===== src/rtl/maze_move_sequencer.sv =====
// Player move sequencer: arbitrates move strobes, edge-checks the candidate cell,
// fetches its map row from the ROM, and commits or rejects the move with sticky lost/won.
module maze_move_sequencer #(
    parameter int unsigned MAP_W   = 30,
    parameter int unsigned MAP_H   = 21,
    parameter int unsigned ADDRW   = $clog2(MAP_H),
    parameter int unsigned ROM_LAT = 1,
    parameter int unsigned START_X = 0,
    parameter int unsigned START_Y = 20,
    parameter int unsigned GOAL_X  = 29,
    parameter int unsigned GOAL_Y  = 0
) (
    input  logic             clk,
    input  logic             reset,
    input  logic             restart,
    input  logic [3:0]       move_req,
    output logic [ADDRW-1:0] rom_addr,
    input  logic [MAP_W-1:0] rom_data,
    output logic [7:0]       player_x_pos,
    output logic [7:0]       player_y_pos,
    output logic             busy,
    output logic             move_done,
    output logic             bump,
    output logic             lost,
    output logic             won
);

    localparam int unsigned XW = (MAP_W > 1) ? $clog2(MAP_W) : 1;
    localparam int unsigned CW = (ROM_LAT > 1) ? $clog2(ROM_LAT) : 1;

    typedef enum logic [1:0] {IDLE, WAIT, CHECK, HALT} state_t;

    state_t           state, state_n;
    logic [7:0]       cand_x, cand_x_n, cand_y, cand_y_n;
    logic [CW-1:0]    wait_cnt, wait_cnt_n;
    logic [ADDRW-1:0] rom_addr_n;
    logic [7:0]       player_x_n, player_y_n;
    logic             busy_n, move_done_n, bump_n, lost_n, won_n;

    logic [7:0]       tgt_x, tgt_y;
    logic             at_edge, wall_hit, at_goal;

    // Fixed-priority direction pick (up > down > left > right) and its edge test
    always_comb begin
        tgt_x   = player_x_pos;
        tgt_y   = player_y_pos;
        at_edge = 1'b0;
        if (move_req[0]) begin
            at_edge = (player_y_pos == 8'd0);
            tgt_y   = player_y_pos - 8'd1;
        end else if (move_req[1]) begin
            at_edge = (player_y_pos == 8'(MAP_H - 1));
            tgt_y   = player_y_pos + 8'd1;
        end else if (move_req[2]) begin
            at_edge = (player_x_pos == 8'd0);
            tgt_x   = player_x_pos - 8'd1;
        end else if (move_req[3]) begin
            at_edge = (player_x_pos == 8'(MAP_W - 1));
            tgt_x   = player_x_pos + 8'd1;
        end
    end

    assign wall_hit = rom_data[cand_x[XW-1:0]];
    assign at_goal  = (cand_x == 8'(GOAL_X)) && (cand_y == 8'(GOAL_Y));

    // Next-state and registered-output logic; restart overrides everything
    always_comb begin
        state_n     = state;
        cand_x_n    = cand_x;
        cand_y_n    = cand_y;
        wait_cnt_n  = wait_cnt;
        rom_addr_n  = rom_addr;
        player_x_n  = player_x_pos;
        player_y_n  = player_y_pos;
        busy_n      = busy;
        move_done_n = 1'b0;
        bump_n      = 1'b0;
        lost_n      = lost;
        won_n       = won;

        if (restart) begin
            state_n    = IDLE;
            wait_cnt_n = '0;
            rom_addr_n = ADDRW'(START_Y);
            player_x_n = 8'(START_X);
            player_y_n = 8'(START_Y);
            busy_n     = 1'b0;
            lost_n     = 1'b0;
            won_n      = 1'b0;
        end else begin
            unique case (state)
                IDLE: begin
                    rom_addr_n = ADDRW'(player_y_pos);
                    if (move_req != 4'd0) begin
                        if (at_edge) begin
                            bump_n = 1'b1;
                        end else begin
                            cand_x_n   = tgt_x;
                            cand_y_n   = tgt_y;
                            rom_addr_n = ADDRW'(tgt_y);
                            busy_n     = 1'b1;
                            wait_cnt_n = '0;
                            state_n    = WAIT;
                        end
                    end
                end
                WAIT: begin
                    if (wait_cnt == CW'(ROM_LAT - 1)) begin
                        state_n = CHECK;
                    end else begin
                        wait_cnt_n = wait_cnt + CW'(1);
                    end
                end
                CHECK: begin
                    busy_n      = 1'b0;
                    move_done_n = 1'b1;
                    if (wall_hit) begin
                        lost_n     = 1'b1;
                        rom_addr_n = ADDRW'(player_y_pos);
                        state_n    = HALT;
                    end else begin
                        player_x_n = cand_x;
                        player_y_n = cand_y;
                        if (at_goal) begin
                            won_n   = 1'b1;
                            state_n = HALT;
                        end else begin
                            state_n = IDLE;
                        end
                    end
                end
                HALT: begin
                end
                default: state_n = IDLE;
            endcase
        end
    end

    always_ff @(posedge clk or posedge reset) begin
        if (reset) begin
            state        <= IDLE;
            cand_x       <= '0;
            cand_y       <= '0;
            wait_cnt     <= '0;
            rom_addr     <= ADDRW'(START_Y);
            player_x_pos <= 8'(START_X);
            player_y_pos <= 8'(START_Y);
            busy         <= 1'b0;
            move_done    <= 1'b0;
            bump         <= 1'b0;
            lost         <= 1'b0;
            won          <= 1'b0;
        end else begin
            state        <= state_n;
            cand_x       <= cand_x_n;
            cand_y       <= cand_y_n;
            wait_cnt     <= wait_cnt_n;
            rom_addr     <= rom_addr_n;
            player_x_pos <= player_x_n;
            player_y_pos <= player_y_n;
            busy         <= busy_n;
            move_done    <= move_done_n;
            bump         <= bump_n;
            lost         <= lost_n;
            won          <= won_n;
        end
    end

endmodule

===== config.mk =====
export PLATFORM = sky130hd
export DESIGN_NAME = maze_move_sequencer
export DESIGN_NICKNAME = d
export VERILOG_FILES = /design/src/rtl/maze_move_sequencer.sv
export SDC_FILE = /design/constraint.sdc
export NUM_CORES = 1
export LEC_CHECK = 0
export ABC_CLOCK_PERIOD_IN_PS = 2400
export CAP_MARGIN = 10
export CORE_ASPECT_RATIO = 0.8
export CORE_MARGIN = 10
export CORE_UTILIZATION = 51
export DETAILED_ROUTE_END_ITERATION = 10
export PLACE_DENSITY_LB_ADDON = 0.08
export SLEW_MARGIN = 20
export SYNTH_ARGS = -nofsm -noshare
export SYNTH_HDL_FRONTEND = slang
export SYNTH_SLANG_ARGS = --single-unit

===== constraint.sdc =====
create_clock -name clk -period 2.4 [get_ports clk]
set_input_delay 0.72 -clock clk [delete_from_list [all_inputs] [get_ports clk]]
set_output_delay 0.72 -clock clk [all_outputs]
set_load 0.005 [all_outputs]

==> results.md, run 1 <==
* Max Cap Violations at 0
* DR vias at 2568
* Power Density at 679 nW/um2
* Ys flop type: dfrtp_1
* FP Rows at 24
* Area leader, netlist: dfrtp_1
* Post-Synth XOR/XNOR Area at 5.59%
* Die height at 86.5 um
* Mux contribution to synthesized area at 8.69%
* Worst-path maximum fanout at 3
* Leak at 1.81 nW
* Outcome: finished with violations
* Post-CTS Hold Buffers at 0
* CTS root buf: clkbuf_8
* Crit path required time at 2.63 ns
* Die ar. at 8930 um2
* PnR worst setup slack at -0.0195 ns
* Compound-Gate Fraction of Synth Area at 18.3%
* Avg Synthesized Cell Area at 9.80 um2
* Via count of the first global-routing pass at 2473
* Post-synth cell types at 54
* Hpwl dp at 6050 um
* CTS tree: yes
* Core area at 5410 um2
* Post-synth ARST share at 100%
* Largest family of logic cells by synthesized area: compound AO/OA/AOI/OAI gates
* Number of clock buffers inserted by TritonCTS at 5
* Die width at 103 um
* Clk slew on worst S/H paths at 0.08 ns
* Starting Density at 52.2%
* Clock Latency Late Sink at 0.29 ns
* Global-route wire length before repair at 12900 um
* Top Ports at 63
* CTS HTree Levels at 2
* Largest net degree at the start of global routing at 32
* IO Port Bufs at 62
* Syn-to-layout area delta at 40.7%
* Cell Area, Synth at 2820 um2
* Area share of fa/ha/maj cells after synthesis at 3.55%
* Post-Synthesis Cells at 288
* Vias per Instance at 5.71
* Total GRT Usage at 18.0%
* Synth area leaders: dfrtp_1, mux2i_1, xnor2_1
* Syn Nets at 333
* Avg WL per Cell at 18.0 um
* Post-synth top cells: dfrtp_1, nand2_1, o21ai_0
* Setup Skew at 0.00209 ns
* Peak VDD IR at 504 uV
* Final core occ at 73.4%
* Remaining antenna violation count at 0
* Initial antenna violation count at 0
* Most numerous cell in the Yosys netlist: dfrtp_1
* Global route overflow at 0
* Finish-stage setup viols at 1
* Class of the tightest hold or removal check: flip-flop to flip-flop
* Initial DRC Count at 181
* Gpl congestion at 0.878
* Final min period at 2.42 ns
* DRC violations left at 0
* Worst path arrival time at 2.65 ns
* CP endpoint kind: flip-flop
* CP Launch Type: input port
* Fin crit share at 101%
* Yosys Warn Count at 0
* # diodes at 0
* Drt pass-1 iters at 4
* Yosys reg bits at 44
* Seq/Total Area, Yosys at 39.2%
* Rel. slew slack at 64.7%
* CTS Buffer Depth at 2
* Worst-margin pin slew at 0.526 ns
* Layout Nets at 429
* Failing checks: negative setup slack
* Clk sinks at 44
* Fin. Hold Viols at 0
* Final Max Tran Viols at 0
* Post-Synth Simple-Gate Area at 18.2%
* Layout cells sized above 1 at 23.4%
* Number of synthesized flops with an enable pin at 0
* Placed instance area at 3710 um2
* Critical path class: input port to flip-flop
* Final instance area at 3970 um2
* Maximum clock frequency at 413 MHz
* Synth top area share at 35.5%
* Setup repair after global routing missed its margin: yes
* Total Wirelength at 8080 um
==> final timing paths <==
kind / start / end / slack [ns] / depth (start not counted)
setup reg to reg: cand_x[1]$_DFFE_PP0P_ / player_y_pos[0]$_DFFE_PP0P_ / 0.07 / 9
hold reg to reg: rom_addr[4]$_DFFE_PP1P_ / rom_addr[4]$_DFFE_PP1P_ / 0.48 / 2
setup / recovery: move_req[2] / rom_addr[1]$_DFFE_PP0P_ / -0.02 / 9
max in group asynchronous: reset / cand_x[1]$_DFFE_PP0P_ / 1.18 / 3
min in group asynchronous: reset / move_done$_DFF_PP0_ / 0.72 / 2
hold / removal: rom_addr[4]$_DFFE_PP1P_ / rom_addr[4]$_DFFE_PP1P_ / 0.48 / 2
==> area by class of cell <==
type	instances	area, um2
Inverter	18	67.6
Sequential cell	44	1110
Multi-Input combinational cell	209	1590
Fill cell	393	1440
Timing Repair Buffer	106	1010
Clock inverter	2	35.0
Tap cell	65	81.3
Clock buffer	6	72.6
==> cell families after synthesis <==
logic type,Yosys count
flops,44
compound gates,68
mux,19
buf+inv,35
xor+xnor,18
fa+ha+maj,8
simple gates,96
==> per-stage QoR <==
| step | hold slack (ns) | setup TNS, ns | setup WS [ns] | cells | power, mW |
|---|---|---|---|---|---|
| after floorplan | 0.448 | 0 | 0.152 | 288 | 1.65 |
| after global placement | 0.460 | -11.80 | -0.377 | 435 | 2.00 |
| after detailed placement | 0.457 | -13.16 | -0.457 | 435 | 2.02 |
| after CTS | 0.477 | 0 | 0.00134 | 444 | 2.58 |
| after global routing | 0.497 | -0.597 | -0.0736 | 450 | 2.87 |
| final | 0.476 | -0.0195 | -0.0195 | 450 | 2.69 |
==> state kept, by name, indices dropped and copies added, names as in the netlist <==
register,flops
won,1
state,2
cand_x,8
player_x_pos,8
player_y_pos,8
busy,1
lost,1
bump,1
rom_addr,5
cand_y,8
move_done,1
==> critical path, cell delays in order <==
cell,delay (ns)
clkdlybuf4s50_1,0.43
buf_4,0.15
nand2_1,0.10
nor4_2,0.07
buf_4,0.16
o21a_1,0.23
or4_1,0.54
o21ai_2,0.08
a32o_1,0.17
==> routing by layer <==
layer | global-route usage (%) | up-vias | wire length [um]
met2 | 27.9 | 73 | 3900
li1 | - | 1242 | -
met1 | 24.5 | 1249 | 3580
met3 | 5.09 | 4 | 565
met5 | 0 | - | 0
met4 | 3.28 | 0 | 31
==> placed cells by master (no fill, tap or decap), drive strengths merged, types with 3 or more instances in the layout <==
cell and n:
buf 43, dfrtp 40, clkdlybuf4s50 37, nand2 25, o21ai 20, nor2 19, inv 17, mux2i 14
xnor2 14, dlygate4sd2 14, a22o 13, dlymetal6s2s 11, a21oi 10, nor3 9, nor4 9, ha 8
a31oi 7, clkbuf 7, nor2b 6, nand2b 5, nand4b 4, xor2 4, nand3 4, dfstp 4
mux4 4, a22oi 4, or4b 3
==> repair_timing <==
item                                    4_1_cts  5_1_grt
gates cloned                                  0        1
setup buffers                                 1        5
endpoints found under the setup margin       26       38
resized for setup                            18       23
pin swaps                                     2        6
==> where the power goes <==
group	internal, mW	total [mW]	switching (mW)
combinational	0.585	1.10	0.518
clock	0.309	0.561	0.251
sequential	0.870	1.03	0.161
total	1.76	2.69	0.930
No activity file was read; power rests on OpenSTA's default activity.
==> inputs of run 2 (changes only) <==
- ABC_AREA: unset -> 1
- CORE_MARGIN: 10 -> 8
==> run 2 against run 1 <==
Net effect: the run now ends clean; clock skew up 0.0096 ns; clock-buffer cell count unchanged; register-to-register slack better by 0.24 ns; combinational power up 13%; via count up 17%; maximum frequency up 7.6%; design area down 3.2%; die area down 6.9%; synthesized cell count up 40%; global-route usage up 1.4 points; clock power down 1%; critical endpoint is now cand_y[6]$_DFFE_PP0P_.
==> results.md, run 2 <==
* Worst-path maximum fanout at 13
* Worst hold endpoint: rom_addr[4]$_DFFE_PP1P_
* Syn-to-layout area delta at 33.5%
* Worst path slowest cell: clkdlybuf4s50_1
* Initial DRC Count at 200
* Vias per Instance at 5.28
* Post-CTS sizing at 0
* Most frequent cells in the layout: nand2_1, clkdlybuf4s50_1, inv_1, dfrtp_1, nand3_1
* Max Cap Violations at 0
* DP Worst Slack at -0.127 ns
* Placed cells at 559
* Bufs and invs on worst path at 3
* Fin crit share at 93.7%
* Area leader, netlist: dfrtp_1
* Maximum clock frequency at 445 MHz
* Layout Nets at 533
* Post-synth ARST share at 100%
* Rel. slew slack at 69.4%
* Remaining antenna violation count at 0
* Clock Latency Late Sink at 0.29 ns
* R2R cell count at 10
* Largest net degree at the start of global routing at 45
* Tightest hold margin at 0.475 ns
* Initial antenna violation count at 0
* DRC violations left at 0
* Total GRT Usage at 19.3%
* Post-synth cell types at 34
* Seq/Total Area, Yosys at 38.5%
* Post-Synthesis Cells at 402
* CP endpoint kind: flip-flop
* Post-synth top cells: nand2_1, inv_1, dfrtp_1
* Leak at 1.82 nW
* Worst-path cell chain: clkdlybuf4s50_1, inv_1, a21oi_1, nor2_1, nand3_1, nand3_1, nand2_2, nand2_2, buf_4, nand2_1, o21ai_0
* Clk slew on worst S/H paths at 0.09 ns
* Finish-stage setup viols at 0
* Hpwl dp at 6260 um
* Gpl congestion at 0.901
* Peak VDD IR at 534 uV
* Global-route wire length before repair at 13500 um
* # diodes at 0
* Post-Synth XOR/XNOR Area at 4.26%
* Synth area leaders: dfrtp_1, nand2_1, inv_1
* FP Rows at 24
* Most numerous cell in the Yosys netlist: nand2_1
* CP Launch Type: input port
* PnR worst setup slack at 0.151 ns
* Area share of fa/ha/maj cells after synthesis at 3.48%
* Post-CTS Hold Buffers at 0
* Die width at 100 um
* Total Neg Setup Slack at 0 ns
* Die height at 83.2 um
* Final instance area at 3840 um2
* Starting Density at 52.9%
* CTS tree: yes
* Compound-Gate Fraction of Synth Area at 12.6%
* Final Power at 2.89 mW
* Hold Crit Depth at 2
* Fin. Hold Viols at 0
* Final core occ at 70.7%
* Clk sinks at 44
* Placed instance area at 3730 um2
* CTS Buffer Depth at 2
* Power Density at 752 nW/um2
* Post-Synth Simple-Gate Area at 31.4%
* Synth top area share at 34.8%
* Setup crit start: move_req[2]
* IO Port Bufs at 62
* Post-CTS setup buffers at 0
* Core area at 5440 um2
* Class of the tightest hold or removal check: flip-flop to flip-flop
* Worst-margin pin slew at 0.454 ns
* Worst r2r src: player_y_pos[0]$_DFFE_PP0P_
* Hold Crit Start: rom_addr[4]$_DFFE_PP1P_
* Number of synthesized flops with an enable pin at 0
* Outcome: finished, final reports clean
* CP peak stage delay at 0.56 ns
* Avg Synthesized Cell Area at 7.16 um2
* Yosys Warn Count at 0
* Layout cells sized above 1 at 11.2%
* Finished Layout Cells at 567
* Final min period at 2.25 ns
* Yosys reg bits at 44
* Critical path class: input port to flip-flop
* CTS HTree Levels at 2
* Mux contribution to synthesized area at 0%
* Ys flop type: dfrtp_1
* Die ar. at 8310 um2
* Crit path required time at 2.58 ns
* Fill cells at 473
* Syn Nets at 447
* Total Wirelength at 7930 um
* R2R Path End: rom_addr[0]$_DFFE_PP0P_
* Avg WL per Cell at 14.0 um
* Worst path top cell family by delay: buffers and inverters
* Setup Skew at 0.0117 ns
* Worst path arrival time at 2.43 ns
* CTS root buf: clkbuf_8
* Global route overflow at 0
* Number of clock buffers inserted by TritonCTS at 5
* Most common cell after layout, fill and taps aside: nand2_1
* R2R Setup Slk at 0.31 ns
* DR vias at 2994
* Final Max Tran Viols at 0
* Drt pass-1 iters at 5
* Setup repair after global routing missed its margin: no
* Top Ports at 63
* Largest family of logic cells by synthesized area: simple AND/OR/NAND/NOR gates
* Cell Area, Synth at 2880 um2
* Via count of the first global-routing pass at 2902
-- run 2: cell families after synthesis --
kind of cell,Yosys count
and+or+nand+nor,205
buffers and inverters,67
AOI/OAI and AO/OA,64
DFF,44
xor gates and xnor gates,14
adders and majority gates,8
-- run 2: worst max path at each step --
| stage | endpoint | slack, ns | cells past startpoint |
|---|---|---|---|
| floorplan | cand_y[4]$_DFFE_PP0P_ | 0.57 | 7 |
| finish | cand_y[6]$_DFFE_PP0P_ | 0.15 | 11 |
| CTS | rom_addr[4]$_DFFE_PP1P_ | 0.17 | 12 |
| detailed placement | rom_addr[4]$_DFFE_PP1P_ | -0.13 | 12 |
| global placement | rom_addr[0]$_DFFE_PP0P_ | -0.08 | 11 |
| global route | rom_addr[1]$_DFFE_PP0P_ | 0.05 | 11 |
-- run 2: layer usage --
metal | track usage, % | up-vias | wire (um)
li1 | - | 1478 | -
met1 | 27.3 | 1405 | 3900
met2 | 29.9 | 107 | 3490
met3 | 4.25 | 4 | 511
met4 | 2.74 | 0 | 36
met5 | 0 | - | 0
-- run 2: layout make-up --
cell class,instances,area [um2],share of cell area (%)
Inverter,59,221,5.77
Timing Repair Buffer,87,821,21.4
Clock buffer,6,72.6,1.89
Sequential cell,44,1110,28.8
Clock inverter,2,35.0,0.912
Tap cell,78,97.6,2.54
Multi-Input combinational cell,291,1490,38.7
-- run 2: tightest hold or removal path: stages, from the launching register on --
cell     delay, ns
dfstp_2       0.38
nand2_1       0.05
nand2_1       0.05
-- run 2: where the power goes --
| part | internal (mW) | total [mW] | switching [mW] |
|---|---|---|---|
| sequential | 0.935 | 1.09 | 0.154 |
| clock | 0.309 | 0.554 | 0.245 |
| combinational | 0.538 | 1.24 | 0.706 |
==> inputs of run 3 (changes only) <==
- CORE_MARGIN: 8 -> unset
- CTS_CLUSTER_SIZE: unset -> 30
==> run 3 against run 2 <==
Net effect: clock skew decreased by 0.0038 ns; sequential share of layout area about the same; wire length decreased by 3.5%; core utilization about the same; largest power group unchanged.
==> results.md, run 3 (synthesis results as in run 2) <==
* Via count of the first global-routing pass at 2781
* Max Cap Violations at 0
* Final core occ at 70.7%
* Avg WL per Cell at 13.6 um
* Worst r2r src: player_y_pos[0]$_DFFE_PP0P_
* Clk sinks at 44
* Crit path required time at 2.60 ns
* Finished Layout Cells at 562
* DR vias at 2988
* PnR worst setup slack at 0.184 ns
* Core area at 5440 um2
* Clock Latency Late Sink at 0.30 ns
* Layout Nets at 528
* DP Worst Slack at -0.0841 ns
* R2R cell count at 10
* CP endpoint: rom_addr[0]$_DFFE_PP0P_
* Leak at 1.82 nW
* CTS Buffer Depth at 2
* DRC violations left at 0
* Die ar. at 5950 um2
* Most frequent cells in the layout: nand2_1, clkdlybuf4s50_1, inv_1, dfrtp_1, nand3_1
* Total GRT Usage at 27.1%
* Layout cells sized above 1 at 11.0%
* Rel. slew slack at 67.1%
* Final Max Tran Viols at 0
* Starting Density at 52.9%
* Final min period at 2.22 ns
* Fin crit share at 92.4%
* Most common cell after layout, fill and taps aside: nand2_1
* Initial antenna violation count at 0
* R2R Path End: rom_addr[0]$_DFFE_PP0P_
* Drt pass-1 iters at 6
* Clk slew on worst S/H paths at 0.09 ns
* Grt peak-use layer: met2
* Met3 Resource Use GR at 4.29%
* Total Wirelength at 7660 um
* Maximum clock frequency at 451 MHz
* CTS HTree Levels at 2
* Power Density at 753 nW/um2
* Die height at 69.2 um
* CP endpoint kind: flip-flop
* IO Port Bufs at 62
* # diodes at 0
* FP Rows at 24
* Global-route wire length before repair at 12900 um
* Outcome: finished, final reports clean
* Initial DRC Count at 221
* Hpwl dp at 5570 um
* Finish-stage setup viols at 0
* Class of the tightest hold or removal check: flip-flop to flip-flop
* Setup crit start: move_req[1]
* CTS tree: yes
* Vias per Instance at 5.32
* Hold Crit Depth at 2
* Setup repair after global routing missed its margin: no
* Top Ports at 63
* Remaining antenna violation count at 0
* R2R Setup Slk at 0.28 ns
* Hold Crit Start: rom_addr[4]$_DFFE_PP1P_
* Number of clock buffers inserted by TritonCTS at 5
* Setup Skew at 0.00790 ns
* Fin. Hold Viols at 0
* Grt met1 use at 40.5%
* Post-CTS Hold Buffers at 0
* Met2 capacity usage during global routing at 40.7%
* Largest net degree at the start of global routing at 45
* Syn-to-layout area delta at 33.6%
* Peak VDD IR at 581 uV
* CP Launch Type: input port
* CTS root buf: clkbuf_8
* Worst-path maximum fanout at 4
* Critical path class: input port to flip-flop
* Worst-margin pin slew at 0.489 ns
* Tightest hold margin at 0.474 ns
* Global route overflow at 0
* Placed cells at 554
* Total Neg Setup Slack at 0 ns
* Worst path arrival time at 2.42 ns
* Die width at 86.0 um
* Gpl congestion at 0.874
## run 3: worst min path at each step
stage                     slack (ns)                       to
after global placement          0.46  rom_addr[4]$_DFFE_PP1P_
after CTS                       0.48  rom_addr[4]$_DFFE_PP1P_
after floorplan                 0.45    cand_x[5]$_DFFE_PP0P_
after detailed placement        0.46  rom_addr[4]$_DFFE_PP1P_
after global routing            0.48  rom_addr[4]$_DFFE_PP1P_
final                           0.47  rom_addr[4]$_DFFE_PP1P_
## run 3: layout make-up
class,instances,area (um2)
clock buffers,6,72.6
clock inverters,2,35.0
fillers,471,1590
inverters,59,221
multi-input cells,291,1500
flip-flops and latches,44,1110
well taps,78,97.6
repair buffers,82,811
## run 3: where the power goes
group	total [mW]	internal, mW	leakage [nW]	switching (mW)
Sequential	1.09	0.935	0.580	0.154
Clock	0.577	0.309	0.0552	0.268
Combinational	1.23	0.527	1.18	0.700
Total	2.89	1.77	1.82	1.12
## run 3: per-layer routing
layer / vias up / wire (um)
met1: 1375 / 3670
met2: 130 / 3330
met4: 0 / 131
met5: - / 0
met3: 17 / 521
li1: 1466 / -
## run 3: timing repair
action                     CTS  global route
gates resized for setup      0             4
setup endpoints to repair    0            11
buffers inserted             0             0
## run 3: critical path: stages
cell	delay (ns)
clkdlybuf4s50_1	0.42
inv_1	0.10
buf_4	0.13
nand3_1	0.11
nor2_2	0.14
nand3_1	0.12
nand3_2	0.11
nand2_2	0.08
buf_4	0.17
a21oi_1	0.12
nor2_1	0.06
nand2_1	0.06
nand2_1	0.05
## run 3: per-stage QoR
stage | instance area, um2 | total power [mW]
2_1_floorplan | 2880 | 1.86
3_3_place_gp | 3720 | 2.29
3_5_place_dp | 3720 | 2.31
4_1_cts | 3830 | 2.89
5_1_grt | 3840 | 3.10
6_report | 3840 | 2.89
